===== src/rtl/keypad_pkg.sv =====
// ---------------------------------------------------------------------------
// keypad_pkg
// Shared definitions for the keypad entry stage.
//   KEY_BKSP / KEY_CLR / KEY_ENT : edit key codes coming from the decoder;
//                                  codes 0x0-0x9 are digits, 0xD-0xF do nothing
//   keyState_t                   : states of the press/release qualifier
//   keyCntWidth()                : width of the saturating stability counter
//   digitCountWidth()            : width of the digit count for a buffer size
// ---------------------------------------------------------------------------
package keypad_pkg;

    localparam logic [3:0] KEY_BKSP = 4'hA;
    localparam logic [3:0] KEY_CLR  = 4'hB;
    localparam logic [3:0] KEY_ENT  = 4'hC;

    typedef enum logic [2:0] {
        ST_IDLE,
        ST_PRESS_QUAL,
        ST_HELD,
        ST_REL_QUAL,
        ST_DONE
    } keyState_t;

    // The counter has to hold the value STABLE_CYCLES itself, hence the +1.
    function automatic int keyCntWidth(input int stableCycles);
        return $clog2(stableCycles + 1);
    endfunction

    function automatic int digitCountWidth(input int maxDigits);
        return $clog2(maxDigits + 1);
    endfunction

endpackage


===== src/rtl/keypad_entry_if.sv =====
// ---------------------------------------------------------------------------
// keypad_entry_if
// Operand handshake between the keypad entry stage and its consumer
// (FP adder / LCD control).
//   digits      : BCD buffer, least significant digit in [3:0]
//   digitCount  : number of digits currently entered
//   overflow    : sticky, a digit was dropped because the buffer was full
//   numValid    : entry complete, digits/digitCount frozen while high
//   numAck      : consumer accepted the number
// master = keypad entry stage, slave = consumer.
// ---------------------------------------------------------------------------
interface keypad_entry_if
    import keypad_pkg::*;
#(
    parameter int MAX_DIGITS = 5
);

    localparam int COUNT_W = digitCountWidth(MAX_DIGITS);

    logic [4*MAX_DIGITS-1:0] digits;
    logic [COUNT_W-1:0]      digitCount;
    logic                    overflow;
    logic                    numValid;
    logic                    numAck;

    modport master (
        output digits,
        output digitCount,
        output overflow,
        output numValid,
        input  numAck
    );

    modport slave (
        input  digits,
        input  digitCount,
        input  overflow,
        input  numValid,
        output numAck
    );

endinterface


===== src/rtl/key_debounce.sv =====
// ---------------------------------------------------------------------------
// key_debounce
// Synchronises the decoder's key code / key-valid level into the clk domain
// and qualifies presses and releases: a press must be seen with the same code
// for STABLE_CYCLES consecutive samples, a release for STABLE_CYCLES
// consecutive idle samples. Each qualified press yields exactly one strobe.
// Ports:
//   clk, rst      : system clock, synchronous active-high reset
//   i_keyValue    : raw key code (asynchronous)
//   i_keyValid    : raw key pressed level (asynchronous)
//   i_enterLock   : the press now qualifying parks the stage in DONE
//   i_ack         : consumer acknowledge, leaves DONE
//   o_press       : one-cycle strobe, a press has just qualified
//   o_code        : code of the qualified press (valid with o_press)
//   o_done        : stage is in DONE, keys ignored
// ---------------------------------------------------------------------------
module key_debounce
    import keypad_pkg::*;
#(
    parameter int STABLE_CYCLES = 1000000
) (
    input  logic       clk,
    input  logic       rst,
    input  logic [3:0] i_keyValue,
    input  logic       i_keyValid,
    input  logic       i_enterLock,
    input  logic       i_ack,
    output logic       o_press,
    output logic [3:0] o_code,
    output logic       o_done
);

    localparam int               CNT_W      = keyCntWidth(STABLE_CYCLES);
    localparam logic [CNT_W-1:0] STABLE_VAL = CNT_W'(STABLE_CYCLES);
    localparam logic [CNT_W-1:0] CNT_ONE    = CNT_W'(1);

    logic             r_kvMeta;
    logic             r_kvSync;
    logic [3:0]       r_kcMeta;
    logic [3:0]       r_kcSync;
    keyState_t        r_state;
    logic [CNT_W-1:0] r_cnt;
    logic [3:0]       r_cand;

    keyState_t        w_stateNext;
    logic [CNT_W-1:0] w_cntNext;
    logic [CNT_W-1:0] w_cntInc;
    logic [3:0]       w_candNext;
    logic             w_press;

    // Two-flop synchronisers for the key-valid level and the key code. The
    // code bits may resolve on different cycles, but a torn code only restarts
    // press qualification, so no gray coding is needed.
    always_ff @(posedge clk) begin
        if (rst) begin
            r_kvMeta <= 1'b0;
            r_kvSync <= 1'b0;
            r_kcMeta <= 4'h0;
            r_kcSync <= 4'h0;
        end else begin
            r_kvMeta <= i_keyValid;
            r_kvSync <= r_kvMeta;
            r_kcMeta <= i_keyValue;
            r_kcSync <= r_kcMeta;
        end
    end

    // Qualifier state, stability counter and candidate code registers.
    always_ff @(posedge clk) begin
        if (rst) begin
            r_state <= ST_IDLE;
            r_cnt   <= '0;
            r_cand  <= 4'h0;
        end else begin
            r_state <= w_stateNext;
            r_cnt   <= w_cntNext;
            r_cand  <= w_candNext;
        end
    end

    // Saturating increment so a stuck state can never wrap the counter.
    assign w_cntInc = (r_cnt >= STABLE_VAL) ? STABLE_VAL : (r_cnt + CNT_ONE);

    // Next-state logic. The press strobe is combinational so the action lands
    // on the same edge that takes the STABLE_CYCLES-th matching sample.
    // A qualified enter with a non-empty buffer parks in DONE; from DONE the
    // acknowledge goes to HELD so the key must be seen released first.
    always_comb begin
        w_stateNext = r_state;
        w_cntNext   = r_cnt;
        w_candNext  = r_cand;
        w_press     = 1'b0;
        case (r_state)
            ST_IDLE: begin
                if (r_kvSync) begin
                    w_candNext  = r_kcSync;
                    w_cntNext   = CNT_ONE;
                    w_stateNext = ST_PRESS_QUAL;
                end
            end
            ST_PRESS_QUAL: begin
                if (!r_kvSync) begin
                    w_stateNext = ST_IDLE;
                end else if (r_kcSync != r_cand) begin
                    w_candNext = r_kcSync;
                    w_cntNext  = CNT_ONE;
                end else begin
                    w_cntNext = w_cntInc;
                    if (w_cntInc >= STABLE_VAL) begin
                        w_press     = 1'b1;
                        w_stateNext = i_enterLock ? ST_DONE : ST_HELD;
                    end
                end
            end
            ST_HELD: begin
                if (!r_kvSync) begin
                    w_cntNext   = CNT_ONE;
                    w_stateNext = ST_REL_QUAL;
                end
            end
            ST_REL_QUAL: begin
                if (r_kvSync) begin
                    w_stateNext = ST_HELD;
                end else begin
                    w_cntNext = w_cntInc;
                    if (w_cntInc >= STABLE_VAL) begin
                        w_stateNext = ST_IDLE;
                    end
                end
            end
            ST_DONE: begin
                if (i_ack) begin
                    w_stateNext = ST_HELD;
                end
            end
            default: begin
                w_stateNext = ST_IDLE;
            end
        endcase
    end

    assign o_press = w_press;
    assign o_code  = r_cand;
    assign o_done  = (r_state == ST_DONE);

endmodule


===== src/rtl/keypad_entry.sv =====
// ---------------------------------------------------------------------------
// keypad_entry
// Debounced multi-digit keypad entry. Each qualified key press performs one
// edit on a BCD buffer (digit, backspace, clear, enter); enter presents the
// finished operand to the consumer with a valid/ack handshake.
// Ports:
//   clk, rst    : system clock, synchronous active-high reset
//   i_keyValue  : key code from the scanner/decoder (asynchronous)
//   i_keyValid  : key pressed and decoded (asynchronous)
//   o_numIf     : operand handshake (digits, digitCount, overflow,
//                 numValid out; numAck in)
// ---------------------------------------------------------------------------
module keypad_entry
    import keypad_pkg::*;
#(
    parameter int MAX_DIGITS    = 5,
    parameter int STABLE_CYCLES = 1000000
) (
    input  logic           clk,
    input  logic           rst,
    input  logic [3:0]     i_keyValue,
    input  logic           i_keyValid,
    keypad_entry_if.master o_numIf
);

    localparam int                 COUNT_W    = digitCountWidth(MAX_DIGITS);
    localparam logic [COUNT_W-1:0] COUNT_FULL = COUNT_W'(MAX_DIGITS);
    localparam logic [COUNT_W-1:0] COUNT_ONE  = COUNT_W'(1);

    logic [4*MAX_DIGITS-1:0] r_digits;
    logic [COUNT_W-1:0]      r_count;
    logic                    r_overflow;

    logic [4*MAX_DIGITS-1:0] w_digitsNext;
    logic [COUNT_W-1:0]      w_countNext;
    logic                    w_overflowNext;
    logic                    w_press;
    logic [3:0]              w_code;
    logic                    w_done;
    logic                    w_enterLock;

    // Enter only completes the entry when there is something to hand over.
    assign w_enterLock = (w_code == KEY_ENT) && (r_count != '0);

    key_debounce #(
        .STABLE_CYCLES (STABLE_CYCLES)
    ) u_debounce (
        .clk         (clk),
        .rst         (rst),
        .i_keyValue  (i_keyValue),
        .i_keyValid  (i_keyValid),
        .i_enterLock (w_enterLock),
        .i_ack       (o_numIf.numAck),
        .o_press     (w_press),
        .o_code      (w_code),
        .o_done      (w_done)
    );

    // Buffer edit decode. The acknowledge in DONE empties the buffer for the
    // next operand; otherwise a press strobe applies exactly one edit.
    // Presses cannot qualify while in DONE, so the two never coincide.
    always_comb begin
        w_digitsNext   = r_digits;
        w_countNext    = r_count;
        w_overflowNext = r_overflow;
        if (w_done && o_numIf.numAck) begin
            w_digitsNext   = '0;
            w_countNext    = '0;
            w_overflowNext = 1'b0;
        end else if (w_press) begin
            case (w_code)
                KEY_BKSP: begin
                    if (r_count != '0) begin
                        w_digitsNext = {4'h0, r_digits[4*MAX_DIGITS-1:4]};
                        w_countNext  = r_count - COUNT_ONE;
                    end
                end
                KEY_CLR: begin
                    w_digitsNext   = '0;
                    w_countNext    = '0;
                    w_overflowNext = 1'b0;
                end
                KEY_ENT: begin
                    w_countNext = r_count;
                end
                default: begin
                    if (w_code <= 4'h9) begin
                        if (r_count < COUNT_FULL) begin
                            w_digitsNext = {r_digits[4*MAX_DIGITS-5:0], w_code};
                            w_countNext  = r_count + COUNT_ONE;
                        end else begin
                            w_overflowNext = 1'b1;
                        end
                    end
                end
            endcase
        end
    end

    // Buffer registers; reset discards any partial entry.
    always_ff @(posedge clk) begin
        if (rst) begin
            r_digits   <= '0;
            r_count    <= '0;
            r_overflow <= 1'b0;
        end else begin
            r_digits   <= w_digitsNext;
            r_count    <= w_countNext;
            r_overflow <= w_overflowNext;
        end
    end

    assign o_numIf.digits     = r_digits;
    assign o_numIf.digitCount = r_count;
    assign o_numIf.overflow   = r_overflow;
    assign o_numIf.numValid   = w_done;

endmodule

===== src/flat_wrapper.sv =====
// flat-port wrapper written by rule: the top's interface ports become plain ports
module keypad_entry_flat import keypad_pkg::*;
#(
    parameter int MAX_DIGITS    = 5,
    parameter int STABLE_CYCLES = 1000000
)
  (clk, rst, i_keyValue, i_keyValid, o_numIf_digits, o_numIf_digitCount, o_numIf_overflow, o_numIf_numValid, o_numIf_numAck);
  keypad_entry_if #(.MAX_DIGITS(MAX_DIGITS)) o_numIf_i ();
  input  logic clk;
  input  logic rst;
  input  logic [3:0] i_keyValue;
  input  logic i_keyValid;
  output wire logic [$bits(o_numIf_i.digits)-1:0] o_numIf_digits;
  output wire logic [$bits(o_numIf_i.digitCount)-1:0] o_numIf_digitCount;
  output wire logic [$bits(o_numIf_i.overflow)-1:0] o_numIf_overflow;
  output wire logic [$bits(o_numIf_i.numValid)-1:0] o_numIf_numValid;
  input wire logic [$bits(o_numIf_i.numAck)-1:0] o_numIf_numAck;
  assign o_numIf_digits = o_numIf_i.digits;
  assign o_numIf_digitCount = o_numIf_i.digitCount;
  assign o_numIf_overflow = o_numIf_i.overflow;
  assign o_numIf_numValid = o_numIf_i.numValid;
  assign o_numIf_i.numAck = o_numIf_numAck;
  keypad_entry #(.MAX_DIGITS(MAX_DIGITS), .STABLE_CYCLES(STABLE_CYCLES)) u_core (.clk(clk), .rst(rst), .i_keyValue(i_keyValue), .i_keyValid(i_keyValid), .o_numIf(o_numIf_i));
endmodule

===== config.mk =====
export PLATFORM = sky130hd
export DESIGN_NAME = keypad_entry_flat
export DESIGN_NICKNAME = d
export VERILOG_FILES = /design/src/rtl/keypad_pkg.sv /design/src/rtl/keypad_entry_if.sv /design/src/rtl/key_debounce.sv /design/src/rtl/keypad_entry.sv /design/src/flat_wrapper.sv
export SDC_FILE = /design/constraint.sdc
export NUM_CORES = 1
export LEC_CHECK = 0
export BUFFER_PORTS_ARGS = -buffer_cell sky130_fd_sc_hd__buf_4
export CORE_MARGIN = 2
export CORE_UTILIZATION = 42
export DETAILED_ROUTE_END_ITERATION = 8
export HOLD_SLACK_MARGIN = 0.05
export SLEW_MARGIN = 15
export SYNTH_ARGS = -nofsm -noshare
export SYNTH_HDL_FRONTEND = slang
export SYNTH_HIERARCHICAL = 1
export SYNTH_SLANG_ARGS = --single-unit

===== constraint.sdc =====
create_clock -name clk -period 6.55 [get_ports clk]
set_input_delay 1.31 -clock clk [delete_from_list [all_inputs] [get_ports clk]]
set_output_delay 1.31 -clock clk [all_outputs]
set_load 0.05 [all_outputs]

======== Word level (Yosys, flattened, before mapping) ========
Index checks and enable logic that the tools add are counted.
word-level totals
  bits in registers ....................... 61
  output and inout bits ................... 25
  logic and storage cells ................. 90
  bits of input ports ..................... 8
operators by class
  add/subtract/negate cells ............... 3
  reduce and logical (&&, ||, !) cells .... 16
  multiplexer cells ....................... 36
  $lt $le $gt $ge ......................... 4
  equality and inequality tests ........... 19
  bitwise gates (word level) .............. 2
operators with widths
  kind                                                       count
  2-to-1 mux 20 bit                                          9
  case mux 20 bit (4 select lines)                           1
  case mux 20 bit (3 select lines)                           1
  greater-or-equal comparator 20 bit, second input constant  2
  2-to-1 mux 3 bit                                           12
  adder 20 x 1 -> 20 bit, second input constant              1
  case mux 3 bit (5 select lines)                            1
  inequality test 2 bit, second input constant               7
  equality test 4 bit, second input constant                 3
  2-to-1 mux 4 bit                                           3
  AND reduction 5 bit                                        2
  inequality test 3 bit, second input constant               3
  case mux 3 bit (3 select lines)                            1
  nonzero test 3 bit                                         3
  case mux 4 bit (2 select lines)                            1
  AND reduction 4 bit                                        2
  equality test 3 x 2 -> 1 bit, second input constant        2
  2-to-1 mux 1 bit                                           6
  AND reduction 6 bit                                        1
  <= comparator 4 bit, second input constant                 1
  inequality test 4 bit                                      1
  nonzero test 2 bit                                         2
  nonzero test 4 bit                                         1
  OR reduction 2 bit                                         2
  other kinds (10)                                           12

======== Depth between registers and ports, before layout ========
Gate-level depths: netlist of the first run.
  depth in word-level cells ............... 8
  depth in mapped cells ................... 13

======== Hierarchy ========
Netlist of the first run, hierarchy kept.
modules (own cells, without submodules)
  module        seq. area each (um^2)  area an instance (um^2)  cells an instance  times used
  key_debounce  740.7                  2208.4                   267                1
  keypad_entry  480.5                  1256.2                   150                1

======== Worst setup path after synthesis of the first run ========
Ideal clock, no wire load.
  path type ............................... register -> output
  from .................................... reg u_core.u_debounce.r_state[2]
  to ...................................... out o_numIf_numValid
  path slack .............................. 3.508 ns
  path buffers ............................ 1
  data arrival time ....................... 1.732 ns
  stages on the path, launching flop included .. 3
  cells stage by stage .................... dfxtp_1 > buf_2 > nor3b_1
between the ends
  longest elaborated chain between the ends .. 1
ends and longest elaborated chain
  what                    RTL line             text
  from (decl)             key_debounce.sv:41   keyState_t r_state;
  from (signal assigned)  key_debounce.sv:75   r_state <= w_stateNext;
  equality test 3 bit     key_debounce.sv:144  assign o_done = (r_state == ST_DONE);
  to (decl)               flat_wrapper.sv:16   output wire logic [$bits(o_numIf_i.numValid)-1:0] o_numIf_numValid;
Every way passes these cells.

======== Worst setup path after layout of the first run ========
  from .................................... reg u_core.u_debounce.r_cnt[1]
  to ...................................... reg u_core.r_digits[0] (netlist: u_core/o_numIf.digits[0])
between the ends
  longest elaborated chain between the ends .. 8
ends and longest elaborated chain
  what                                                                          RTL line             text
  from (decl)                                                                   key_debounce.sv:42   logic [CNT_W-1:0] r_cnt;
  from (signal assigned)                                                        key_debounce.sv:76   r_cnt <= w_cntNext;
  adder 20 x 1 -> 20 bit or greater-or-equal comparator 20 bit (tied branches)  key_debounce.sv:82   assign w_cntInc = (r_cnt >= STABLE_VAL) ? STABLE_VAL : (r_cnt + CNT_ONE);
  2-to-1 mux 20 bit *                                                           key_debounce.sv:82
  greater-or-equal comparator 20 bit *                                          key_debounce.sv:109  if (w_cntInc >= STABLE_VAL) begin
  2-to-1 mux 1 bit *                                                            key_debounce.sv:109
  2-to-1 mux 1 bit *                                                            key_debounce.sv:104  end else if (r_kcSync != r_cand) begin
  2-to-1 mux 1 bit *                                                            key_debounce.sv:102  if (!r_kvSync) begin
  2-to-1 mux 1 bit *                                                            key_debounce.sv:93   case (r_state)
  named net u_core.w_press                                                      keypad_entry.sv:37   logic w_press;
  AND reduction 5 bit (no source line) *                                        -
  to (signal assigned)                                                          keypad_entry.sv:107  r_digits <= w_digitsNext;
  to (decl)                                                                     keypad_entry.sv:30   logic [4*MAX_DIGITS-1:0] r_digits;
The timed path passes the listed nets; every way through them passes the cells marked *.
A chain may end at the register's enable or synchronous reset.

==> results of run 1 <==
critical path, delay by kind of cell, from the launching register on:
| kind | cells | cell delay, ns |
|---|---|---|
| AO/OA/AOI/OAI | 6 | 1.43 |
| AND/OR/NAND/NOR | 3 | 0.68 |
| flip-flops | 1 | 0.42 |
| buffers and inverters | 1 | 0.38 |
| adder cells (fa/ha/maj) | 1 | 0.24 |
| XOR/XNOR | 1 | 0.11 |
per-layer routing:
metal  up-vias  track usage  routed length, um
met5         -            0                  0
met4         0       0.0688                 75
met3         6       0.0359                315
met2        66        0.268               3550
met1      1463        0.258               3850
li1       1546            -                  -
area by class of cell:
cell class / instances / area [um2]
sequential: 61 / 1220
fill: 799 / 4160
tap: 105 / 131
timing repair buffer: 34 / 255
clock inverter: 4 / 95.1
multi-input combinational: 314 / 2050
inverter: 8 / 30.0
clock buffer: 11 / 151
logic make-up (layout without fill, tap and decap cells):
kind of cell | Yosys count | count (layout) | share of synthesized area
xor+xnor | 14 | 14 | 0.0397
mux | 5 | 5 | 0.0148
compound gates | 117 | 117 | 0.226
buf+inv | 42 | 57 | 0.0563
simple gates | 175 | 175 | 0.298
fa+ha+maj | 3 | 3 | 0.0130
flops | 61 | 61 | 0.352
metrics by stage:
| stage | hold slack, ns | utilization | total power [mW] | setup slack [ns] | area [um2] |
|---|---|---|---|---|---|
| 5_1_grt | 0.456 | 0.486 | 0.850 | 2.73 | 3930 |
| 4_1_cts | 0.434 | 0.486 | 0.833 | 3.21 | 3930 |
| 2_1_floorplan | 0.414 | - | 0.405 | 3.51 | 3460 |
| 3_5_place_dp | 0.427 | 0.455 | 0.414 | 3.25 | 3690 |
| 6_report | 0.434 | 0.486 | 0.820 | 3.19 | 3930 |
| 3_3_place_gp | 0.419 | 0.455 | 0.414 | 3.32 | 3690 |
power by group:
group / total (mW) / switching (mW) / internal (mW)
Combinational: 0.0276 / 0.0172 / 0.0104
Sequential: 0.378 / 0.00318 / 0.375
Clock: 0.415 / 0.144 / 0.271
how the worst max path moves through the flow:
stage / from / to
2_1_floorplan: u_core/u_debounce/r_state[2] / o_numIf_numValid
3_3_place_gp: u_core/u_debounce/r_cnt[1] / u_core/o_numIf.digits[2]
3_5_place_dp: u_core/u_debounce/r_cnt[1] / u_core/o_numIf.digits[0]
4_1_cts: u_core/u_debounce/r_cnt[1] / u_core/o_numIf.digits[0]
5_1_grt: u_core/u_debounce/r_cnt[1] / u_core/o_numIf.digits[0]
6_report: u_core/u_debounce/r_cnt[1] / u_core/o_numIf.digits[0]
flip-flops by register name, indices dropped and copies added (netlist names), 3 cells and up:
register,cells
u_core/o_numIf.digitCount,3
u_core/u_debounce/r_state,3
u_core/o_numIf.digits,20
u_core/u_debounce/o_code,4
u_core/u_debounce/r_cnt,20
u_core/u_debounce/r_kcMeta,4
u_core/u_debounce/r_kcSync,4
cells in the final DEF (no fill, tap or decap), drive strengths merged, types with 7 or more instances in the layout:
cell type / Yosys / routed
a211oi: 19 / 19
nor3b: 17 / 17
xnor2: 11 / 11
nor3: 11 / 11
buf: 18 / 34
clkbuf: 16 / 11
inv: 8 / 8
nor2: 40 / 40
nor4: 7 / 7
nand3: 12 / 12
nor2b: 13 / 13
o21ai: 28 / 28
nand4: 14 / 14
a21oi: 32 / 32
nand2: 29 / 29
dfxtp: 61 / 61
==> impl_metrics.json, run 1 <==
{
  "status": "finished clean",
  "yosysTopAreaCell": "dfxtp_1",
  "critical_path_class": "register to register",
  "clk_latency_ns": 0.33,
  "ant_nets": 0,
  "ir_drop_v": 0.000186,
  "ctsResizeCount": 0,
  "ios": 33,
  "synth_commonest_cells": "dfxtp_1, nor2_1, a21oi_1",
  "cp_cell_sequence": "ha_1 -> nand3_1 -> nor4_2 -> xnor2_1 -> a31oi_1 -> o21bai_1 -> a211oi_2 -> a21bo_2 -> a221oi_4 -> buf_4 -> nor2_1 -> a211oi_1",
  "hold_end": "u_core/u_debounce/r_kcSync[1]",
  "track_usage": 0.181,
  "cap_violations": 0,
  "drc_errors": 0,
  "die_h_um": 94.8,
  "avgViaCountPerCell": 5.74,
  "fin_crit_sh": 0.512,
  "num_rows": 33,
  "grt_max_degree": 42,
  "synth-edff-count": 0,
  "slew_violations": 0,
  "synth.most_common_cell": "dfxtp_1",
  "diodes": 0,
  "holdPathStages": 1,
  "grt_pass1_vias": 2685,
  "synth-seq-cells": 61,
  "power.density_nw_per_um2": 209,
  "cts_root_buffer": "clkbuf_8",
  "cts_setup_buffers": 0,
  "final_nets": 439,
  "r2r_setup_slack_ns": 3.19,
  "yosysUniqueCellTypes": 73,
  "fmax_ghz": 0.298,
  "synthTopCellsByArea": "dfxtp_1, a21oi_1, nor2_1",
  "netlist_area_um2": 3460,
  "cts_sinks": 61,
  "yosysSeqAreaShare": 0.352,
  "cp.required_ns": 6.78,
  "hpwl_mm": 5.20,
  "synth_cells": 417,
  "fin_cells": 537,
  "antenna_found_initial": 0,
  "synthFlopType": "dfxtp_1",
  "synth.top_cell.area_share": 0.352,
  "fin_tns_setup_ns": 0,
  "setup_viol": 0,
  "reg2reg_depth": 12,
  "r2r-end": "u_core/o_numIf.digits[0]",
  "critical_path.slowest_cell": "dfxtp_1",
  "area_growth_pct": 13.5,
  "clk_pin_slew_ns": 0.07,
  "critPathLaunchType": "register",
  "crit_arrival_ns": 3.59,
  "r2r_start": "u_core/u_debounce/r_cnt[1]",
  "grt_first_pass_wirelength_mm": 13.1,
  "dp_cells": 522,
  "syn_area_per_cell_um2": 8.31,
  "ctsHoldBuffers": 0,
  "leakagePower_nw": 1.32,
  "place.port_buffers": 32,
  "synth_warnings": 6,
  "worst_pin_slew_ns": 1.16,
  "htree_num_levels": 3,
  "clk_path_buf_depth": 2,
  "min-delay-start": "u_core/u_debounce/r_kcMeta[1]",
  "dieArea_um2": 8990,
  "drt-pass1-iter-count": 4,
  "cts_tree": "yes",
  "start_util": 0.428,
  "gp_congestion": 0.829,
  "critPathMaxFanout": 41,
  "fin_skew_ns": 0.00889,
  "wl_mm": 7.78,
  "wire_per_inst_um": 14.5,
  "drt-initial-drc-count": 122,
  "async_reset_ff_frac": 0,
  "hp-class": "register to register",
  "dr_total_vias": 3081,
  "core_um2": 8090,
  "max_slew_margin": 0.229,
  "finalHoldViolCount": 0,
  "rsz0062_at_grt": "false",
  "die_w_um": 94.8,
  "cts_buffers": 9,
  "cp-end-kind": "register",
  "cpPeakStageDelay_ns": 0.42,
  "gr-total-overflow": 0,
  "syn_nets": 428,
  "drive_gt1_frac": 0.171,
  "fin_crit_ns": 3.36
}
Note: power is estimated with default switching activity, not from simulation.
==> inputs of run 2 (changes only) <==
==> constraint.sdc (replaced) <==
create_clock -name clk -period 3.05 [get_ports clk]
set_input_delay 0.61 -clock clk [delete_from_list [all_inputs] [get_ports clk]]
set_output_delay 0.61 -clock clk [all_outputs]
set_load 0.05 [all_outputs]
==> impl_metrics.json, run 2 (synthesized netlist as in run 1, its figures left out) <==
{
  "start_util": 0.428,
  "die_w_um": 94.8,
  "grt_max_degree": 42,
  "fin_skew_ns": 0.0178,
  "cp.required_ns": 3.32,
  "max_slew_margin": 0.560,
  "die_h_um": 94.8,
  "diodes": 0,
  "place.port_buffers": 32,
  "hpwl_mm": 5.53,
  "cap_violations": 0,
  "worst_pin_slew_ns": 0.659,
  "ios": 33,
  "grt_first_pass_wirelength_mm": 13.5,
  "area_growth_pct": 20.5,
  "holdPathStages": 1,
  "setup_viol": 0,
  "dr_total_vias": 3158,
  "hp-class": "register to register",
  "dp_cells": 545,
  "drive_gt1_frac": 0.252,
  "core_um2": 8090,
  "cp-end-kind": "register",
  "htree_num_levels": 3,
  "wl_mm": 8.38,
  "min-delay-start": "u_core/u_debounce/r_kvMeta",
  "r2r_setup_slack_ns": 0.11,
  "clk_pin_slew_ns": 0.07,
  "critPathMaxFanout": 20,
  "ir_drop_v": 0.000239,
  "use_met2": 0.283,
  "finalHoldViolCount": 0,
  "track_usage": 0.191,
  "fmax_ghz": 0.340,
  "gp_congestion": 0.863,
  "use_met1": 0.264,
  "r2r-end": "u_core/o_numIf.digits[3]",
  "r2r_start": "u_core/u_debounce/r_cnt[1]",
  "fin_cells": 565,
  "n_fill_cell": 794,
  "final_nets": 466,
  "antenna_found_initial": 0,
  "drc_errors": 0,
  "wire_per_inst_um": 14.8,
  "gr-total-overflow": 0,
  "cts_sinks": 61,
  "reg2reg_depth": 13,
  "cts_tree": "yes",
  "final_common_cell": "buf_4",
  "fin_crit_sh": 0.963,
  "holdWs_ns": 0.434,
  "hold_end": "u_core/u_debounce/r_kvSync",
  "power.density_nw_per_um2": 385,
  "clk_path_buf_depth": 2,
  "drt-initial-drc-count": 210,
  "grt_use_met3": 0.0551,
  "avgViaCountPerCell": 5.59,
  "leakagePower_nw": 1.47,
  "cts_buffers": 9,
  "clk_latency_ns": 0.36,
  "cts_root_buffer": "clkbuf_8",
  "crit_arrival_ns": 3.21,
  "dieArea_um2": 8990,
  "grt_busiest_layer": "met2",
  "grt_pass1_vias": 2831,
  "critPathLaunchType": "register",
  "ant_nets": 0,
  "drt-pass1-iter-count": 6,
  "fin_crit_ns": 2.94,
  "slew_violations": 0,
  "fin_tns_setup_ns": 0,
  "num_rows": 33,
  "final_cell_mix": "buf_4, dfxtp_1, nor2_1",
  "critical_path_class": "register to register",
  "status": "finished clean"
}
==> run 2: repair_timing <==
action / CTS / global route
endpoints found under the setup margin: 0 / 23
hold buffers: 0 / 0
buffers inserted: 0 / 3
resized for setup: 0 / 17
==> run 2: worst max path at each step <==
stage | startpoint | to | slack, ns | cells after the start
2_1_floorplan | u_core/u_debounce/r_cnt[1] | u_core/o_numIf.digits[7] | 0.18 | 12
3_3_place_gp | u_core/u_debounce/r_cnt[0] | u_core/o_numIf.digits[0] | 0.12 | 12
3_5_place_dp | u_core/u_debounce/r_cnt[1] | u_core/o_numIf.digitCount[2] | 0.02 | 11
4_1_cts | u_core/u_debounce/r_cnt[1] | u_core/o_numIf.digits[11] | 0.003 | 12
5_1_grt | u_core/u_debounce/r_cnt[1] | u_core/o_numIf.digits[3] | -0.04 | 13
6_report | u_core/u_debounce/r_cnt[1] | u_core/o_numIf.digits[3] | 0.11 | 13
==> run 2: report_power, final <==
| part | internal [mW] | switching (mW) |
|---|---|---|
| sequential | 0.804 | 0.00570 |
| combinational | 0.0250 | 0.0389 |
| clock | 0.379 | 0.354 |
| total | 1.21 | 0.398 |
==> run 2: cell type report <==
cell class                      instances  area, um2  area share
Tap cell                              105        131      0.0315
Clock inverter                          7       75.1      0.0180
Inverter                                8       30.0     0.00719
Multi-Input combinational cell        314       2090       0.501
Clock buffer                            9        124      0.0297
Sequential cell                        61       1230       0.295
Timing Repair Buffer                   61        488       0.117
==> run 2: per-layer routing <==
layer / part of all wire / up-vias
li1: - / 1598
met1: 0.50 / 1472
met2: 0.44 / 79
met3: 0.049 / 9
met4: 0.012 / 0
met5: 0 / -
==> run 2: stage by stage <==
step / utilization / total power, mW / setup slack (ns) / area (um2)
finish: 0.516 / 1.61 / 0.112 / 4180
detailed placement: 0.478 / 0.892 / 0.0196 / 3870
global placement: 0.478 / 0.892 / 0.124 / 3870
floorplan: - / 0.871 / 0.184 / 3460
global route: 0.516 / 1.67 / -0.0421 / 4180
CTS: 0.503 / 1.62 / 0.00314 / 4070
==> run 2: worst max-delay path, stage by stage, from the launching register on <==
cell       delay (ns)
dfxtp_2          0.36
buf_4            0.14
nand4_1          0.23
nor4_4           0.39
a21o_1           0.20
nand3_2          0.09
o21bai_1         0.19
a211oi_2         0.21
a21bo_2          0.27
a221oi_4         0.25
buf_4            0.19
clkbuf_16        0.17
nand4_1          0.09
o21ai_0          0.08
==> inputs of run 3 (changes only) <==
--- a/config.mk
+++ b/config.mk
@@ -5,6 +5,7 @@
 export SDC_FILE = /design/constraint.sdc
 export NUM_CORES = 1
 export LEC_CHECK = 0
+export ABC_AREA = 1
 export BUFFER_PORTS_ARGS = -buffer_cell sky130_fd_sc_hd__buf_4
 export CORE_MARGIN = 2
 export CORE_UTILIZATION = 42
==> impl_metrics.json, run 3 <==
{
  "gp_congestion": 0.888,
  "ios": 33,
  "num_rows": 33,
  "cap_violations": 0,
  "holdPathStages": 2,
  "dp_cells": 661,
  "yosysUniqueCellTypes": 42,
  "ant_nets": 0,
  "drive_gt1_frac": 0.192,
  "cpPeakStageDelay_ns": 0.40,
  "crit_arrival_ns": 2.91,
  "min-delay-start": "u_core/u_debounce/r_kcMeta[2]",
  "worst_pin_slew_ns": 0.682,
  "drc_errors": 0,
  "drt-pass1-iter-count": 4,
  "reg2reg_depth": 16,
  "r2r_setup_slack_ns": 0.37,
  "synth_commonest_cells": "nand2_1, nor2_1, dfxtp_1",
  "hpwl_mm": 6.06,
  "grt_use_met3": 0.0368,
  "final_cell_mix": "nand2_1, nor2_1, dfxtp_1",
  "netlist_area_um2": 3540,
  "clk_pin_slew_ns": 0.07,
  "fin_crit_sh": 0.878,
  "rsz0062_at_grt": "true",
  "fin_crit_ns": 2.68,
  "fin_skew_ns": 0.00800,
  "wl_mm": 8.58,
  "cts_tree": "yes",
  "synth.top_cell.area_share": 0.345,
  "synth-edff-count": 0,
  "critical_path.slowest_cell": "dfxtp_1",
  "grt_max_degree": 30,
  "fin_cells": 679,
  "core_um2": 8180,
  "fmax_ghz": 0.374,
  "htree_num_levels": 3,
  "synth_xor_xnor_area_share": 0.0173,
  "critPathMostFrequentCell": "nand2_1",
  "avgViaCountPerCell": 4.89,
  "n_fill_cell": 842,
  "track_usage": 0.200,
  "syn_nets": 545,
  "synth_top_family_by_area": "simple AND/OR/NAND/NOR gates",
  "cts_root_buffer": "clkbuf_8",
  "cp_cell_sequence": "ha_1 -> nand2_1 -> nor2_2 -> nand3_1 -> nor2_1 -> nand3b_1 -> nand2_1 -> nor2_1 -> nand3_1 -> a21oi_1 -> and2_2 -> nand2_4 -> nor2_8 -> nand2_1 -> nand2_1 -> nor2_1",
  "yosysSeqAreaShare": 0.345,
  "synth_cells": 534,
  "critPathLaunchType": "register",
  "dieArea_um2": 9170,
  "die_w_um": 95.8,
  "hold_end": "u_core/u_debounce/r_kcSync[2]",
  "r2r-end": "u_core/o_numIf.digits[19]",
  "cts_sinks": 61,
  "synth_compound_area_frac": 0.122,
  "place.port_buffers": 32,
  "async_reset_ff_frac": 0,
  "finalHoldViolCount": 0,
  "r2r_start": "u_core/u_debounce/r_cnt[0]",
  "area_growth_pct": 15.9,
  "status": "finished clean",
  "gr-total-overflow": 0,
  "yosysTopAreaCell": "dfxtp_1",
  "dr_total_vias": 3317,
  "clk_latency_ns": 0.34,
  "seqCellArea_um2": 1220,
  "grt_first_pass_wirelength_mm": 14.3,
  "hp-class": "register to register",
  "final_common_cell": "nand2_1",
  "grt_pass1_vias": 3107,
  "synthTopCellsByArea": "dfxtp_1, nand2_1, nor2_1",
  "synth.mux.area_fraction": 0,
  "synth_warnings": 6,
  "cp-end-kind": "register",
  "fin_tns_setup_ns": 0,
  "antenna_found_initial": 0,
  "slew_violations": 0,
  "cp.buffers_inverters": 0,
  "power.density_nw_per_um2": 511,
  "setup_viol": 0,
  "die_h_um": 95.8,
  "critPathMaxFanout": 12,
  "crit_family": "simple AND/OR/NAND/NOR gates",
  "synthFlopType": "dfxtp_1",
  "ctsHoldBuffers": 0,
  "synth_adder_area_share": 0.0127,
  "synth-seq-cells": 61,
  "critical_path_class": "register to register",
  "syn_area_per_cell_um2": 6.63,
  "max_slew_margin": 0.544,
  "synth.most_common_cell": "nand2_1",
  "yosys.area_share.simple": 0.407,
  "wire_per_inst_um": 12.6,
  "leakagePower_nw": 1.62,
  "multi_input_area_um2": 2000,
  "cts_buffers": 9,
  "drt-initial-drc-count": 92,
  "start_util": 0.433,
  "diodes": 0,
  "ir_drop_v": 0.000331,
  "use_met2": 0.353,
  "final_util": 0.502,
  "final_nets": 580,
  "grt_busiest_layer": "met2",
  "use_met1": 0.246,
  "cp.required_ns": 3.28,
  "clk_path_buf_depth": 2
}
[run 3: cell count changes in the layout (fill, tap and decap cells not counted), moves of 11 or more]
| cell | change |
|---|---|
| a21oi_2 | +11 |
| nor3b_1 | -17 |
| nor2b_1 | -13 |
| inv_1 | +51 |
| nand3_1 | +12 |
| nor2_1 | +48 |
| a211oi_1 | -18 |
| buf_4 | -22 |
| nand2_2 | +17 |
| nand2_1 | +114 |
[run 3: through the flow]
step	power, mW	worst slack, ns	instance area, um2	hold WS [ns]
after floorplan	1.21	0.384	3540	0.388
after global placement	1.30	0.316	3840	0.389
after detailed placement	1.30	0.242	3840	0.393
after CTS	2.12	0.207	4060	0.407
after global routing	2.22	0.0000377	4100	0.428
final	2.10	0.373	4100	0.404
[run 3: layout make-up]
type / count / area share
sequential: 61 / 0.298
timing repair buffer: 38 / 0.0726
tap: 105 / 0.0320
clock buffer: 10 / 0.0335
multi-input combinational: 397 / 0.486
inverter: 62 / 0.0567
clock inverter: 6 / 0.0210
[run 3: worst max-delay path by stage]
stage / start / to / slack (ns) / cells after the start
after detailed placement: u_core/u_debounce/r_cnt[0] / u_core/o_numIf.digits[6] / 0.24 / 14
after global routing: u_core/u_debounce/r_cnt[0] / u_core/o_numIf.digits[6] / 0.00004 / 14
after global placement: u_core/u_debounce/r_cnt[0] / u_core/o_numIf.digits[2] / 0.32 / 14
after CTS: u_core/u_debounce/r_cnt[0] / u_core/o_numIf.digits[2] / 0.21 / 14
final: u_core/u_debounce/r_cnt[0] / u_core/o_numIf.digits[19] / 0.37 / 16
after floorplan: u_core/u_debounce/r_state[2] / u_core/o_numIf.digitCount[0] / 0.38 / 6
[run 3: timing repair]
item                       4_1_cts  5_1_grt
buffers inserted                 0        1
setup endpoints to repair        0       21
hold endpoints to repair         0        0
gates resized for setup          0        2
[run 3: cell families (layout without fill, tap and decap cells)]
family / Yosys count / after routing
buf+inv: 77 / 116
fa+ha+maj: 3 / 3
simple gates: 313 / 314
compound gates: 73 / 73
xor+xnor: 7 / 7
flops: 61 / 61
[run 3: where the power goes]
| group | switching, mW | internal [mW] |
|---|---|---|
| logic | 0.275 | 0.127 |
| clock network | 0.330 | 0.481 |
| registers | 0.0498 | 0.833 |
[run 3: worst register-to-register path, stage by stage, from the launching register on]
cell and delay [ns]:
dfxtp_1 0.40, ha_1 0.27, nand2_1 0.12, nor2_2 0.22, nand3_1 0.12, nor2_1 0.09, nand3b_1 0.15, nand2_1 0.06
nor2_1 0.09, nand3_1 0.12, a21oi_1 0.13, and2_2 0.23, nand2_4 0.11, nor2_8 0.26, nand2_1 0.08, nand2_1 0.06
nor2_1 0.04
[run 3: metal layers]
layer,vias up,routed length (um)
li1,1757,-
met1,1495,3960
met2,53,4250
met3,12,260
met4,0,121
met5,-,0
